File: src/rtl/synth_audio_pkg.sv
// Shared audio-path definitions: I2S timing constants and receiver FSM encoding.
package synth_audio_pkg;

    localparam int unsigned MCLK_BIT        = 2;
    localparam int unsigned SCLK_BIT        = 4;
    localparam int unsigned LRCK_BIT        = 10;
    localparam int unsigned FRAME_LEN       = 2048;
    localparam int unsigned HALF_LEN        = 1024;
    localparam int unsigned DATA_BITS       = 16;
    localparam int unsigned FIRST_DATA_SLOT = 1;
    localparam int unsigned CNT_W           = 11;

    typedef enum logic [1:0] {
        StIdle,
        StWarmup,
        StRun
    } i2s_rx_state_e;

endpackage

File: src/rtl/i2s_line_in_if.sv
// Pmod I2S2 line-in pins plus the recovered stereo sample stream.
interface i2s_line_in_if;
    import synth_audio_pkg::*;

    logic                 ja_mclk;
    logic                 ja_lrck;
    logic                 ja_sclk;
    logic                 ja_sdin;
    logic [DATA_BITS-1:0] sample_l;
    logic [DATA_BITS-1:0] sample_r;
    logic                 sample_valid;
    logic                 running;

    modport master (
        output ja_mclk, ja_lrck, ja_sclk, sample_l, sample_r, sample_valid, running,
        input  ja_sdin
    );

    modport slave (
        input  ja_mclk, ja_lrck, ja_sclk, sample_l, sample_r, sample_valid, running,
        output ja_sdin
    );

endinterface

File: src/rtl/sync2.sv
// Generic two-flop synchroniser for a single asynchronous input.
module sync2 #(
    parameter logic RESET_VAL = 1'b0
) (
    input  logic clk,
    input  logic rst,
    input  logic d,
    output logic q
);

    logic meta_q;
    logic sync_q;

    always_ff @(posedge clk) begin
        if (rst) begin
            meta_q <= RESET_VAL;
            sync_q <= RESET_VAL;
        end else begin
            meta_q <= d;
            sync_q <= meta_q;
        end
    end

    assign q = sync_q;

endmodule

File: src/rtl/i2s_line_in.sv
// I2S master receiver: generates MCLK/SCLK/LRCK and deserialises the ADC into 16-bit L/R pairs.
module i2s_line_in
    import synth_audio_pkg::*;
#(
    parameter int unsigned WARMUP_FRAMES = 4,
    parameter int unsigned SAMPLE_PHASE  = 18
) (
    input  logic          clk,
    input  logic          rst,
    input  logic          en,
    i2s_line_in_if.master bus
);

    localparam logic [CNT_W-1:0] FRAME_LAST = CNT_W'(FRAME_LEN - 1);
    localparam logic [CNT_W-1:0] HALF_LAST  = CNT_W'(HALF_LEN - 1);
    localparam logic [4:0]       PHASE      = 5'(SAMPLE_PHASE);
    localparam logic [3:0]       FRAMES     = 4'(WARMUP_FRAMES);
    localparam logic [4:0]       SLOT_FIRST = 5'(FIRST_DATA_SLOT);
    localparam logic [4:0]       SLOT_LAST  = 5'(FIRST_DATA_SLOT + DATA_BITS - 1);

    i2s_rx_state_e        state_q, state_d;
    logic [CNT_W-1:0]     cnt_q, cnt_d;
    logic [3:0]           frame_q, frame_d;
    logic [DATA_BITS-1:0] shift_q, shift_d;
    logic [DATA_BITS-1:0] hold_q, hold_d;
    logic [DATA_BITS-1:0] sample_l_q, sample_r_q;
    logic                 mclk_q, sclk_q, lrck_q, valid_q;
    logic                 load;
    logic                 sdin_s;
    logic [4:0]           slot;
    logic                 frame_end, half_end, capture;

    sync2 #(
        .RESET_VAL(1'b0)
    ) u_sync_sdin (
        .clk(clk),
        .rst(rst),
        .d  (bus.ja_sdin),
        .q  (sdin_s)
    );

    assign slot      = cnt_q[LRCK_BIT-1:SCLK_BIT+1];
    assign frame_end = (cnt_q == FRAME_LAST);
    assign half_end  = (cnt_q == HALF_LAST);
    // Capture well after the SCLK rise so the synchronised bit has settled.
    assign capture   = (state_q != StIdle) && (slot >= SLOT_FIRST) && (slot <= SLOT_LAST)
                       && (cnt_q[SCLK_BIT:0] == PHASE);

    always_comb begin
        state_d = state_q;
        cnt_d   = cnt_q + 1'b1;
        frame_d = frame_q;
        shift_d = shift_q;
        hold_d  = hold_q;
        load    = 1'b0;

        unique case (state_q)
            StIdle: begin
                cnt_d = '0;
                if (en) state_d = (FRAMES == 4'd0) ? StRun : StWarmup;
            end
            StWarmup: begin
                if (frame_end) begin
                    frame_d = frame_q + 1'b1;
                    if (frame_d == FRAMES) state_d = StRun;
                end
            end
            StRun:   load = frame_end;
            default: state_d = StIdle;
        endcase

        if (capture)  shift_d = {shift_q[DATA_BITS-2:0], sdin_s};
        if (half_end) hold_d  = shift_q;

        // Dropping enable abandons any partial frame; published samples are kept.
        if (!en) begin
            state_d = StIdle;
            cnt_d   = '0;
            frame_d = '0;
            shift_d = '0;
            hold_d  = '0;
            load    = 1'b0;
        end
    end

    always_ff @(posedge clk) begin
        if (rst) begin
            state_q    <= StIdle;
            cnt_q      <= '0;
            frame_q    <= '0;
            shift_q    <= '0;
            hold_q     <= '0;
            mclk_q     <= 1'b0;
            sclk_q     <= 1'b0;
            lrck_q     <= 1'b0;
            sample_l_q <= '0;
            sample_r_q <= '0;
            valid_q    <= 1'b0;
        end else begin
            state_q <= state_d;
            cnt_q   <= cnt_d;
            frame_q <= frame_d;
            shift_q <= shift_d;
            hold_q  <= hold_d;
            mclk_q  <= cnt_d[MCLK_BIT];
            sclk_q  <= cnt_d[SCLK_BIT];
            lrck_q  <= cnt_d[LRCK_BIT];
            valid_q <= load;
            if (load) begin
                sample_l_q <= hold_q;
                sample_r_q <= shift_q;
            end
        end
    end

    assign bus.ja_mclk      = mclk_q;
    assign bus.ja_sclk      = sclk_q;
    assign bus.ja_lrck      = lrck_q;
    assign bus.sample_l     = sample_l_q;
    assign bus.sample_r     = sample_r_q;
    assign bus.sample_valid = valid_q;
    assign bus.running      = (state_q == StRun);

endmodule

File: src/flat_wrapper.sv
// flat-port wrapper written by rule: the top's interface ports become plain ports
module i2s_line_in_flat import synth_audio_pkg::*;
#(
    parameter int unsigned WARMUP_FRAMES = 4,
    parameter int unsigned SAMPLE_PHASE  = 18
)
  (clk, rst, en, bus_ja_mclk, bus_ja_lrck, bus_ja_sclk, bus_sample_l, bus_sample_r, bus_sample_valid, bus_running, bus_ja_sdin);
  i2s_line_in_if bus_i ();
  input  logic clk;
  input  logic rst;
  input  logic en;
  output wire logic [$bits(bus_i.ja_mclk)-1:0] bus_ja_mclk;
  output wire logic [$bits(bus_i.ja_lrck)-1:0] bus_ja_lrck;
  output wire logic [$bits(bus_i.ja_sclk)-1:0] bus_ja_sclk;
  output wire logic [$bits(bus_i.sample_l)-1:0] bus_sample_l;
  output wire logic [$bits(bus_i.sample_r)-1:0] bus_sample_r;
  output wire logic [$bits(bus_i.sample_valid)-1:0] bus_sample_valid;
  output wire logic [$bits(bus_i.running)-1:0] bus_running;
  input wire logic [$bits(bus_i.ja_sdin)-1:0] bus_ja_sdin;
  assign bus_ja_mclk = bus_i.ja_mclk;
  assign bus_ja_lrck = bus_i.ja_lrck;
  assign bus_ja_sclk = bus_i.ja_sclk;
  assign bus_sample_l = bus_i.sample_l;
  assign bus_sample_r = bus_i.sample_r;
  assign bus_sample_valid = bus_i.sample_valid;
  assign bus_running = bus_i.running;
  assign bus_i.ja_sdin = bus_ja_sdin;
  i2s_line_in #(.WARMUP_FRAMES(WARMUP_FRAMES), .SAMPLE_PHASE(SAMPLE_PHASE)) u_core (.clk(clk), .rst(rst), .en(en), .bus(bus_i));
endmodule
File: config.mk
export PLATFORM = sky130hd
export DESIGN_NAME = i2s_line_in_flat
export DESIGN_NICKNAME = d
export VERILOG_FILES = /design/src/rtl/synth_audio_pkg.sv /design/src/rtl/i2s_line_in_if.sv /design/src/rtl/sync2.sv /design/src/rtl/i2s_line_in.sv /design/src/flat_wrapper.sv
export SDC_FILE = /design/constraint.sdc
export NUM_CORES = 1
export LEC_CHECK = 0
export BUFFER_PORTS_ARGS = -buffer_cell sky130_fd_sc_hd__clkbuf_2
export CAP_MARGIN = 20
export CORE_ASPECT_RATIO = 1.1
export CORE_UTILIZATION = 60
export CTS_BUF_LIST = sky130_fd_sc_hd__clkbuf_8
export DETAILED_ROUTE_END_ITERATION = 6
export GPL_ROUTABILITY_DRIVEN = 0
export GPL_TIMING_DRIVEN = 0
export PLACE_DENSITY = 0.8
export SLEW_MARGIN = 15
export SYNTH_ARGS = -nofsm -noshare
export SYNTH_HDL_FRONTEND = slang
export SYNTH_SLANG_ARGS = --single-unit
export TNS_END_PERCENT = 30
File: constraint.sdc
create_clock -name clk -period 2.35 [get_ports clk]
set_input_delay 0.1175 -clock clk [delete_from_list [all_inputs] [get_ports clk]]
set_output_delay 0.1175 -clock clk [all_outputs]
set_load 0.01 [all_outputs]
==> results of run 1 <==
-- how the worst min path moves through the flow --
stage / slack [ns] / depth (start not counted) / from / endpoint
floorplan: 0.25 / 1 / bus_ja_sdin / u_core.u_sync_sdin.meta_q
global placement: 0.33 / 2 / bus_ja_sdin / u_core.u_sync_sdin.meta_q
detailed placement: 0.35 / 2 / bus_ja_sdin / u_core.u_sync_sdin.meta_q
CTS: 0.21 / 5 / rst / u_core.cnt_q[9]
global route: 0.26 / 5 / rst / u_core.frame_q[0]
finish: 0.22 / 5 / rst / u_core.cnt_q[9]
-- registers in the layout, indices dropped and copies added, names as in the netlist --
signal / cells
u_core.bus.sample_l: 16
u_core.bus.sample_r: 16
u_core.bus.sample_valid: 1
u_core.cnt_q: 11
u_core.frame_q: 4
u_core.hold_q: 16
u_core.shift_q: 16
u_core.state_q: 2
u_core.u_sync_sdin.meta_q: 1
u_core.u_sync_sdin.q: 1
-- worst min-delay path: cells and delay by family --
kind | cells | cell delay (ns)
simple gates | 2 | 0.13
compound gates | 1 | 0.04
buf+inv | 2 | 0.27
-- cells in the final DEF (no fill, tap or decap), drive strengths merged, types with 3 or more instances in the layout --
master,Yosys,routed
clkbuf,44,92
dfxtp,84,84
nand2b,69,69
nand4,67,67
mux2i,50,50
a21oi,23,23
o31ai,18,18
nor4bb,18,18
and4b,17,17
o211ai,16,16
buf,16,16
nand2,9,9
nor2,6,6
nor4,6,6
nor2b,4,4
o21ai,4,4
or3,4,4
nand3,4,4
or4,3,3
ha,3,3
inv,2,3
clkinv,0,3
-- final cells by class --
| cell class | count | area [um^2] | share of cell area |
|---|---|---|---|
| Multi-Input combinational cell | 340 | 2510 | 0.500 |
| Clock inverter | 7 | 110 | 0.0219 |
| Buffer | 60 | 283 | 0.0562 |
| Sequential cell | 84 | 1680 | 0.334 |
| Timing Repair Buffer | 40 | 205 | 0.0408 |
| Inverter | 2 | 7.51 | 0.00149 |
| Clock buffer | 9 | 124 | 0.0246 |
| Tap cell | 85 | 106 | 0.0211 |
-- power by group --
part	switching, mW	internal, mW
sequential	0.00275	1.42
clock	0.588	0.614
combinational	0.0625	0.0397
-- cell families after synthesis --
logic type               count (synthesis)
multiplexers                            50
AO/OA/AOI/OAI                           66
adder cells (fa/ha/maj)                  3
AND/OR/NAND/NOR                        219
buffers and inverters                   62
flip-flops                              84
XOR/XNOR                                 2
-- per-layer routing --
metal / track usage / vias to the layer above / share of wire
met4: 0.154 / 0 / 0.025
met2: 0.486 / 163 / 0.49
met1: 0.366 / 1880 / 0.42
li1: - / 1931 / -
met3: 0.0561 / 28 / 0.060
met5: 0 / - / 0
-- through the flow --
stage / setup slack (ns) / instances / hold WS, ns
global placement: 0.351 / 610 / 0.332
CTS: 0.229 / 627 / 0.214
floorplan: 0.656 / 486 / 0.246
global route: 0.119 / 627 / 0.263
detailed placement: 0.260 / 610 / 0.352
finish: 0.239 / 627 / 0.225
-- repair_timing --
item                      4_1_cts  5_1_grt
resized for setup               0        0
hold buffers                    1        0
hold endpoints to repair        1        0
==> results.md, run 1 <==
- Crit path max fanout: 10
- TNS Setup: 0 ns
- # IOs: approximately 40
- Filler instances: just under 600
- RR Endpoint: u_core.bus.sample_l[0]
- Core area: 7130 um^2
- Mapped Cells: 486
- Vias in the first global route: approximately 3,700
- Synth Flop Type: dfxtp_1
- All-Layer GR Usage: 0.294
- DRC Markers: 4
- Post-CTS Setup Inserts: 0
- Die extent in x: roughly 84 um
- CP Launch Point: u_core.cnt_q[0]
- Share of layout cells above drive strength 1: 0.144
- Clock skew: 0.0112 ns
- Setup Crit Path Kind: reg2reg
- Worst-Skew Late Latency: around 0.38 ns
- Design Area, Final: 5030 um^2
- Crit path max-delay family: simple AND/OR/NAND/NOR gates
- H-tree Lvls: 3
- Top-area cell type share of the netlist area: 0.375
- Pwr dens: ~540 nW/um^2
- Cell row count: 32
- Failing checks: design-rule violations
- Sequential area share after synthesis: 0.375
- CP cell instances: ha_1 > nand3_2 > nor4_4 > buf_6 > mux2i_1
- Via count: between 4,000 and 5,000
- CTS tree: yes
- Peak VDD IR: ~0.00028 V
- Asr flop ratio synth: 0
- Post-synthesis mux area share: 0.112
- Syn_nets: 493
- Distinct cells, synth: 44
- Die Y: a little over 90 um
- Drt total wl: 11,200 um
- Crit. End Element: flop
- Antenna violations before repair: 0
- Max Cap Violations: 0
- Area growth syn-to-layout: 12.2%
- Status: complete, but fails checks
- CP Capture Point: u_core.bus.sample_l[0]
- Synth Area in Adders: 0.00837
- Period minus WS final: about 2.1 ns
- Hold Fails Final Rpt: 0
- Longest Clk Path Bufs: 2
- Yosys top cell by area: dfxtp_1
- RSZ-0062 raised after global routing: false
- Initial DRC Count: 287
- Clk slew on worst S/H paths: approximately 0.090 ns
- Post-route ant nets: 0
- Worst-Margin Slew: about 0.86 ns
- Area of placed instances: between 4000 and 5000 um^2
- Post-synthesis register bit count: 84
- TritonCTS Sinks: 84
- Slowest-stage cell, CP: nor4_4
- Reg2reg path depth: 5
- Post-Synth XOR/XNOR Area: 0.00391
- End-of-flow core utilization: 0.706
- Reg2reg start: u_core.cnt_q[0]
- Largest family of logic cells by synthesized area: simple AND/OR/NAND/NOR gates
- Die area: just under 8000 um^2
- Fin nets: ~540
- Critical Path Stages: 5
- Largest net degree at the start of global routing: 17
- Final worst path period share: 0.898
- Most common cell in the netlist: dfxtp_1
- Fmax achieved: between 0.4 and 0.5 GHz
- Syn_area_per_cell: between 9 and 10 um^2
- Pwr Total: around 2.7 mW
- CP required: approximately 2.7 ns
- HP Class: in2reg
- Simple-gate share of the synthesized area: 0.339
- R2R setup slack: 0.24 ns
- # port buffers: 39
- Slew HR: 0.420
- Area contributors post-synth: dfxtp_1 (38%), mux2i_1 (11%), nand2b_1 (9.6%)
- First-pass GRT wire length: approximately 18,000 um
- Root buf cell: clkbuf_8
- ANT cells: 0
- P_leak: roughly 1.7 nW
- Vias per cell: approximately 6.4
- Initial core utilization: 0.629
- CP Launch Type: flop
- Total gr overflow: 0
- Wire length per cell: between 15 and 20 um
- Post-synth top cells: dfxtp_1 (84), nand2b_1 (69), nand4_1 (66), mux2i_1 (50), clkbuf_1 (42)
- Compound-Gate Fraction of Synth Area: 0.0971
- Synth Cell Area: about 4500 um^2
- Pins over their slew limit: 0
- Setup Viol. Count Final: 0
- Buffers & Inverters on Critical Path: 1
- EDFF count, synth: 0
- Initial DRT Pass Iterations: 7
- Critical Path AT: approximately 2.4 ns
- Hpwl dp: between 7000 and 8000 um
- Yosys warns: 0
- TritonCTS buffer count: 9
- Peak per-stage delay on the critical path: roughly 0.66 ns
No activity file was read; power rests on OpenSTA's default activity.
==> run 2, diff against run 1 <==
PLACE_DENSITY = 0.82   (was 0.8)
SYNTH_HIERARCHICAL = 1   (was default)
==> run 2 against run 1 <==
  * The flow now finishes without violations
  * Critical path depth grew 2
  * Via count down 38%
  * Combinational power down 40%
  * Maximum frequency fell by 1.6%
  * Clock power fell by 15%
  * Flip-flop and latch count unchanged
  * Count of clock-buffer cells in the layout up 2
  * Critical path type unchanged
  * Critical endpoint is now u_core/shift_q[9]
==> results.md, run 2 <==
- Status: complete, no violations (was complete, but fails checks)
- Total gr overflow: 0 (unchanged)
- Register area: 1680 um^2 (unchanged)
- Yosys warns: 6 (was 0)
- CP cell instances: inv_1 > ha_1 > nor4bb_1 > o21ai_0 > nor2_2 > buf_2 > mux2i_1 (was ha_1 > nand3_2 > nor4_4 > buf_6 > mux2i_1)
- Most common cell after layout, fill and taps aside: dfxtp_1 (unchanged)
- TNS Setup: 0 ns (unchanged)
- Post-route ant nets: 0 (unchanged)
- Area of placed instances: 3690 um^2 (was 4790 um^2)
- First-pass GRT wire length: 10,400 um (was 18,000 um)
- Reg2reg start: u_core/cnt_q[0] (was u_core.cnt_q[0])
- Worst-Margin Slew: 0.567 ns (was 0.863 ns)
- Yosys top cell by area: dfxtp_1 (unchanged)
- Slew HR: 0.619 (was 0.420)
- Cell row count: 28 (was 32)
- Final worst path period share: 0.913 (was 0.898)
- Most common cell in the netlist: dfxtp_1 (unchanged)
- Hold path depth: 3 (was 5)
- Crit. End Element: flop (unchanged)
- Sw power: 0.511 mW (was 0.653 mW)
- Die Y: 80.9 um (was 92.7 um)
- Largest net degree at the start of global routing: 14 (was 17)
- Hold Fails Final Rpt: 0 (unchanged)
- Setup WS pre-CTS: 0.176 ns (was 0.260 ns)
- Sequential share of power: 0.570 (was 0.523)
- Area growth syn-to-layout: 15.4% (was 12.2%)
- Slowest-stage cell, CP: nor2_2 (was nor4_4)
- Pwr Total: 2.50 mW (was 2.73 mW)
- Vias per cell: 5.23 (was 6.38)
- Int Pwr: 1.99 mW (was 2.08 mW)
- Post-synthesis register bit count: 84 (unchanged)
- DRC Markers: 0 (was 4)
- Share of layout cells above drive strength 1: 0.169 (was 0.144)
- Post-synth top cells: dfxtp_1 (84), nand2b_1 (65), mux2i_1 (49), nand2_1 (21) (was dfxtp_1 (84), nand2b_1 (69), nand4_1 (66), mux2i_1 (50), clkbuf_1 (42))
- Filler instances: 423 (was 591)
- Distinct cells, synth: 36 (was 44)
- Clock skew: 0.00881 ns (was 0.0112 ns)
- Die extent in x: 73.8 um (was 84.4 um)
- P_leak: 1.36 nW (was 1.69 nW)
- WHS: 0.160 ns (was 0.225 ns)
- Vias in the first global route: 2,387 (was 3,699)
- Hpwl dp: 4550 um (was 7860 um)
- Most frequent cells in the layout: dfxtp_1 (84), nand2b_1 (65), mux2i_1 (49) (was dfxtp_1 (84), nand2b_1 (69), nand4_1 (66))
- Multi-input gate area: 1600 um^2 (was 2510 um^2)
- Combinational share of power: 0.024 (was 0.037)
- Peak VDD IR: 0.000454 V (was 0.000281 V)
- Initial core utilization: 0.626 (was 0.629)
- TritonCTS buffer count: 9 (unchanged)
- Setup Viol. Count Final: 0 (unchanged)
- Wire length per cell: 13.4 um (was 17.9 um)
- # port buffers: 40 (was 39)
- Top-area cell type share of the netlist area: 0.495 (was 0.375)
- Via count: 2,468 (was 4,002)
- Longest Clk Path Bufs: 2 (unchanged)
- Fmax achieved: 0.466 GHz (was 0.474 GHz)
- CP Launch Type: flop (unchanged)
- RSZ-0062 raised after global routing: false (unchanged)
- CP required: 2.61 ns (was 2.66 ns)
- CP Launch Point: u_core/cnt_q[0] (was u_core.cnt_q[0])
- HP Class: in2reg (unchanged)
- Critical Path AT: 2.40 ns (was 2.42 ns)
- Crit path max fanout: 10 (unchanged)
- TritonCTS Sinks: 84 (unchanged)
- Drt total wl: 6330 um (was 11,200 um)
- Setup Crit Path Kind: reg2reg (unchanged)
- Max Cap Violations: 0 (unchanged)
- Fin nets: 399 (was 544)
- Synth Flop Type: dfxtp_1 (unchanged)
- EDFF count, synth: 0 (unchanged)
- Worst-Skew Late Latency: 0.34 ns (was 0.38 ns)
- Post-CTS Setup Inserts: 0 (unchanged)
- Design Area, Final: 3920 um^2 (was 5030 um^2)
- Asr flop ratio synth: 0 (unchanged)
- Pins over their slew limit: 0 (unchanged)
- Root buf cell: clkbuf_8 (unchanged)
- Final Worst Setup Slack: 0.204 ns (was 0.239 ns)
- Switch share: 0.204 (was 0.239)
- Part of the power in the clock network: 0.406 (was 0.440)
- Die area: 5970 um^2 (was 7820 um^2)
- CTS tree: yes (unchanged)
- All-Layer GR Usage: 0.231 (was 0.294)
- Clk slew on worst S/H paths: 0.08 ns (was 0.09 ns)
- Synth Cell Area: 3400 um^2 (was 4480 um^2)
- Syn_area_per_cell: 10.0 um^2 (was 9.23 um^2)
- Initial DRT Pass Iterations: 4 (was 7)
- ANT cells: 0 (unchanged)
- Syn_nets: 346 (was 493)
- Mapped Cells: 339 (was 486)
- Pwr dens: 638 nW/um^2 (was 543 nW/um^2)
- # IOs: 41 (unchanged)
- Core area: 5430 um^2 (was 7130 um^2)
- Sequential area share after synthesis: 0.495 (was 0.375)
- Antenna violations before repair: 0 (unchanged)
- Period minus WS final: 2.15 ns (was 2.11 ns)
- Area contributors post-synth: dfxtp_1 (49%), mux2i_1 (14%), nand2b_1 (12%) (was dfxtp_1 (38%), mux2i_1 (11%), nand2b_1 (9.6%))
- Initial DRC Count: 161 (was 287)
- Hold Crit Start: en (was rst)
- Reg2reg path depth: 7 (was 5)
- Peak per-stage delay on the critical path: 0.37 ns (was 0.66 ns)
- H-tree Lvls: 3 (unchanged)
-- run 2: final cells by class --
type / count / share of cell area
inverters: 5 / 0.00478
plain buffers: 20 / 0.0265
clock inverters: 5 / 0.0131
multi-input cells: 230 / 0.408
clock buffers: 11 / 0.0386
repair buffers: 42 / 0.0561
flip-flops and latches: 84 / 0.429
well taps: 75 / 0.0239
-- run 2: what timing repair did --
action                                  4_1_cts  5_1_grt
hold buffers                                  2        0
endpoints found under the setup margin        0       23
resized for setup                             0        3
hold endpoints to repair                      2        0
-- run 2: kinds of logic (layout without fill, tap and decap cells) --
| kind of cell | Yosys count | in the layout | synth area share |
|---|---|---|---|
| AO/OA/AOI/OAI | 25 | 25 | 0.0519 |
| AND/OR/NAND/NOR | 143 | 143 | 0.236 |
| flip-flops | 84 | 84 | 0.495 |
| XOR/XNOR | 10 | 10 | 0.0258 |
| multiplexers | 49 | 49 | 0.144 |
| adder cells (fa/ha/maj) | 3 | 3 | 0.0110 |
| buffers and inverters | 25 | 83 | 0.0357 |
-- run 2: power groups by stage --
stage,Clock (mW),Combinational [mW],Sequential [mW]
finish,1.02,0.0607,1.43
global route,1.10,0.0666,1.43
CTS,1.04,0.0602,1.43
detailed placement,0,0.0572,1.46
global placement,0,0.0572,1.46
floorplan,0,0.0413,1.46
-- run 2: worst max-delay path: cells and delay by family, from the launching register on --
kind,cells,cell delay [ns]
compound gates,1,0.17
fa+ha+maj,1,0.13
buf+inv,2,0.44
flops,1,0.35
mux,1,0.25
simple gates,2,0.73
-- run 2: path summary, 6_finish.rpt --
| path | endpoint | slack (ns) |
|---|---|---|
| setup / recovery | u_core/shift_q[9] | 0.20 |
| hold reg to reg | u_core/u_sync_sdin/q | 0.45 |
| setup reg to reg | u_core/shift_q[9] | 0.20 |
| hold / removal | u_core/frame_q[3] | 0.16 |
-- run 2: metal layers --
| metal | part of all wire | wire length [um] | up-vias | GRT usage |
|---|---|---|---|---|
| met4 | 0.036 | 229 | 0 | 0.138 |
| met5 | 0 | 0 | - | 0 |
| met3 | 0.023 | 147 | 23 | 0.0434 |
| met1 | 0.45 | 2820 | 1133 | 0.264 |
| met2 | 0.50 | 3130 | 48 | 0.399 |
| li1 | - | - | 1264 | - |
-- run 2: per-stage QoR --
| step | cells | utilization |
|---|---|---|
| floorplan | 339 | - |
| global placement | 454 | 0.680 |
| detailed placement | 454 | 0.680 |
| CTS | 472 | 0.721 |
| global route | 472 | 0.722 |
| finish | 472 | 0.722 |
==> run 3, diff against run 2 <==
CELL_PAD_IN_SITES_DETAIL_PLACEMENT = 0   (was default)
CELL_PAD_IN_SITES_GLOBAL_PLACEMENT = 1   (was default)
CORE_ASPECT_RATIO = default   (was 1.1)
CORE_UTILIZATION = 47   (was 60)
PLACE_DENSITY = default   (was 0.82)
PLACE_DENSITY_LB_ADDON = 0.1   (was default)
==> run 3 against run 2 <==
  * Maximum frequency is 1.7% higher
  * Power is 7.9% higher
  * Final area grew 2.0%
  * Sequential power is essentially flat
  * Sequential share of layout area is 0.83 points lower
  * Clock skew is 0.0014 ns lower
  * First-iteration DRC count is 50% lower
  * Count of clock-buffer cells in the layout shrank 2
  * Flip-flop and latch count did not move
  * Global-route usage is 4.0 points lower
  * Wire length increased by 3.1%
  * Clock power rose by 19%
==> results.md, run 3 (synthesis gave the netlist of run 2 again) <==
- Status: complete, no violations (unchanged)
- Critical Path AT: 2.38 ns (was 2.40 ns)
- Peak per-stage delay on the critical path: 0.39 ns (was 0.37 ns)
- Period minus WS final: 2.11 ns (was 2.15 ns)
- TritonCTS Sinks: 84 (unchanged)
- RR Endpoint: u_core/shift_q[8] (was u_core/shift_q[9])
- Pwr dens: 676 nW/um^2 (was 638 nW/um^2)
- Via count: 2,451 (was 2,468)
- Initial DRC Count: 80 (was 161)
- Most common cell after layout, fill and taps aside: dfxtp_1 (unchanged)
- Vias in the first global route: 2,337 (was 2,387)
- Peak VDD IR: 0.000321 V (was 0.000454 V)
- Setup Crit Path Kind: reg2reg (unchanged)
- P_leak: 1.38 nW (was 1.36 nW)
- Hold Fails Final Rpt: 0 (unchanged)
- Post-route ant nets: 0 (unchanged)
- TNS Setup: 0 ns (unchanged)
- Crit path max fanout: 10 (unchanged)
- Crit. End Element: flop (unchanged)
- All-Layer GR Usage: 0.191 (was 0.231)
- R2R setup slack: 0.24 ns (was 0.20 ns)
- Share of layout cells above drive strength 1: 0.168 (was 0.169)
- End-of-flow core utilization: 0.579 (was 0.722)
- Die area: 7570 um^2 (was 5970 um^2)
- Most frequent cells in the layout: dfxtp_1 (84), nand2b_1 (65), mux2i_1 (49) (unchanged)
- H-tree Lvls: 3 (unchanged)
- Hold path depth: 3 (unchanged)
- Longest Clk Path Bufs: 2 (unchanged)
- Core area: 6910 um^2 (was 5430 um^2)
- Antenna violations before repair: 0 (unchanged)
- Slew HR: 0.607 (was 0.619)
- Initial DRT Pass Iterations: 4 (unchanged)
- CTS tree: yes (unchanged)
- Setup Viol. Count Final: 0 (unchanged)
- CP required: 2.62 ns (was 2.61 ns)
- Drt total wl: 6520 um (was 6330 um)
- DP Cell Count: 475 (was 454)
- CP cell instances: inv_1 > ha_1 > nor4bb_1 > o21ai_0 > nor2_4 > buf_2 > mux2i_1 (was inv_1 > ha_1 > nor4bb_1 > o21ai_0 > nor2_2 > buf_2 > mux2i_1)
- # IOs: 41 (unchanged)
- Post-CTS Setup Inserts: 0 (unchanged)
- Reg2reg start: u_core/cnt_q[0] (unchanged)
- Filler instances: 660 (was 423)
- First-pass GRT wire length: 11,000 um (was 10,400 um)
- Reg2reg path depth: 7 (unchanged)
- Area growth syn-to-layout: 17.7% (was 15.4%)
- RSZ-0062 raised after global routing: false (unchanged)
- ANT cells: 0 (unchanged)
- DRC Markers: 0 (unchanged)
- Pwr Total: 2.70 mW (was 2.50 mW)
- Slowest-stage cell, CP: nor4bb_1 (was nor2_2)
- Post-Layout Cell Count: 494 (was 472)
- Cell row count: 30 (was 28)
- Fmax achieved: 0.474 GHz (was 0.466 GHz)
- Die Y: 87.0 um (was 80.9 um)
- Max Cap Violations: 0 (unchanged)
- Pins over their slew limit: 0 (unchanged)
- Largest net degree at the start of global routing: 15 (was 14)
- Final worst path period share: 0.898 (was 0.913)
- Hold Crit Start: en (unchanged)
- Fin nets: 400 (was 399)
- Clk slew on worst S/H paths: 0.08 ns (about the same)
- Worst-Margin Slew: 0.588 ns (was 0.567 ns)
- Hpwl dp: 4680 um (was 4550 um)
- TritonCTS buffer count: 9 (unchanged)
- Vias per cell: 4.96 (was 5.23)
- Total gr overflow: 0 (unchanged)
- # port buffers: 40 (unchanged)
- Root buf cell: clkbuf_8 (unchanged)
- Worst-Skew Late Latency: 0.35 ns (was 0.34 ns)
- Min-Delay Endpoint: u_core/frame_q[2] (was u_core/frame_q[3])
- Clock skew: 0.00737 ns (was 0.00881 ns)
- Die extent in x: 87.0 um (was 73.8 um)
- Wire length per cell: 13.2 um (was 13.4 um)
- HP Class: in2reg (unchanged)
- Initial core utilization: 0.492 (was 0.626)
- CP Launch Type: flop (unchanged)
[run 3: changes by cell type in the layout (fill, tap and decap cells not counted)]
cell / change
clkbuf_8: -2
nor2_2: -1
nor2_4: +1
inv_6: +1
bufinv_16: +2
clkinv_2: -1
dlygate4sd3_1: +1
[run 3: where the power goes]
part | switching, mW | internal, mW
sequential | 0.00198 | 1.42
clock | 0.509 | 0.704
combinational | 0.0361 | 0.0269
[run 3: stage by stage]
step	cell area, um^2	hold WS (ns)	worst slack, ns
global route	4000	0.165	0.0319
global placement	3720	0.328	0.195
finish	4000	0.153	0.239
CTS	3990	0.133	0.124
detailed placement	3720	0.338	0.163
floorplan	3400	0.189	0.502
[run 3: layout make-up]
type,instances,area (um^2),area share
Sequential cell,84,1680,0.420
Multi-Input combinational cell,230,1610,0.402
Timing Repair Buffer,43,230,0.0576
Clock buffer,9,124,0.0310
Tap cell,96,120,0.0300
Clock inverter,7,115,0.0288
Buffer,20,104,0.0260
Inverter,5,18.8,0.00469
[run 3: per-layer routing]
| layer | GRT usage | vias to the layer above | routed length (um) |
|---|---|---|---|
| met4 | 0.0758 | 0 | 71 |
| met2 | 0.338 | 33 | 3370 |
| met3 | 0.0455 | 6 | 204 |
| li1 | - | 1263 | - |
| met1 | 0.223 | 1149 | 2880 |
| met5 | 0 | - | 0 |
[run 3: how the worst max path moves through the flow]
stage | to | depth (start not counted) | startpoint
floorplan | u_core/bus.sample_l[0] | 7 | u_core/cnt_q[0]
CTS | u_core/shift_q[8] | 7 | u_core/cnt_q[0]
detailed placement | u_core/shift_q[8] | 7 | u_core/cnt_q[0]
global route | u_core/hold_q[0] | 6 | u_core/cnt_q[0]
finish | u_core/shift_q[8] | 7 | u_core/cnt_q[0]
global placement | u_core/bus.sample_l[11] | 7 | u_core/cnt_q[0]
[run 3: critical path: cells and delay by family (launching register included)]
family,cells,cell delay [ns]
and+or+nand+nor,2,0.66
muxes,1,0.24
AOI/OAI and AO/OA,1,0.24
buffers and inverters,2,0.41
DFF,1,0.35
adders and majority gates,1,0.12
[run 3: what timing repair did]
action,CTS,global route
hold endpoints to repair,2,0
resized for setup,0,4
endpoints found under the setup margin,0,7
hold buffers,3,0
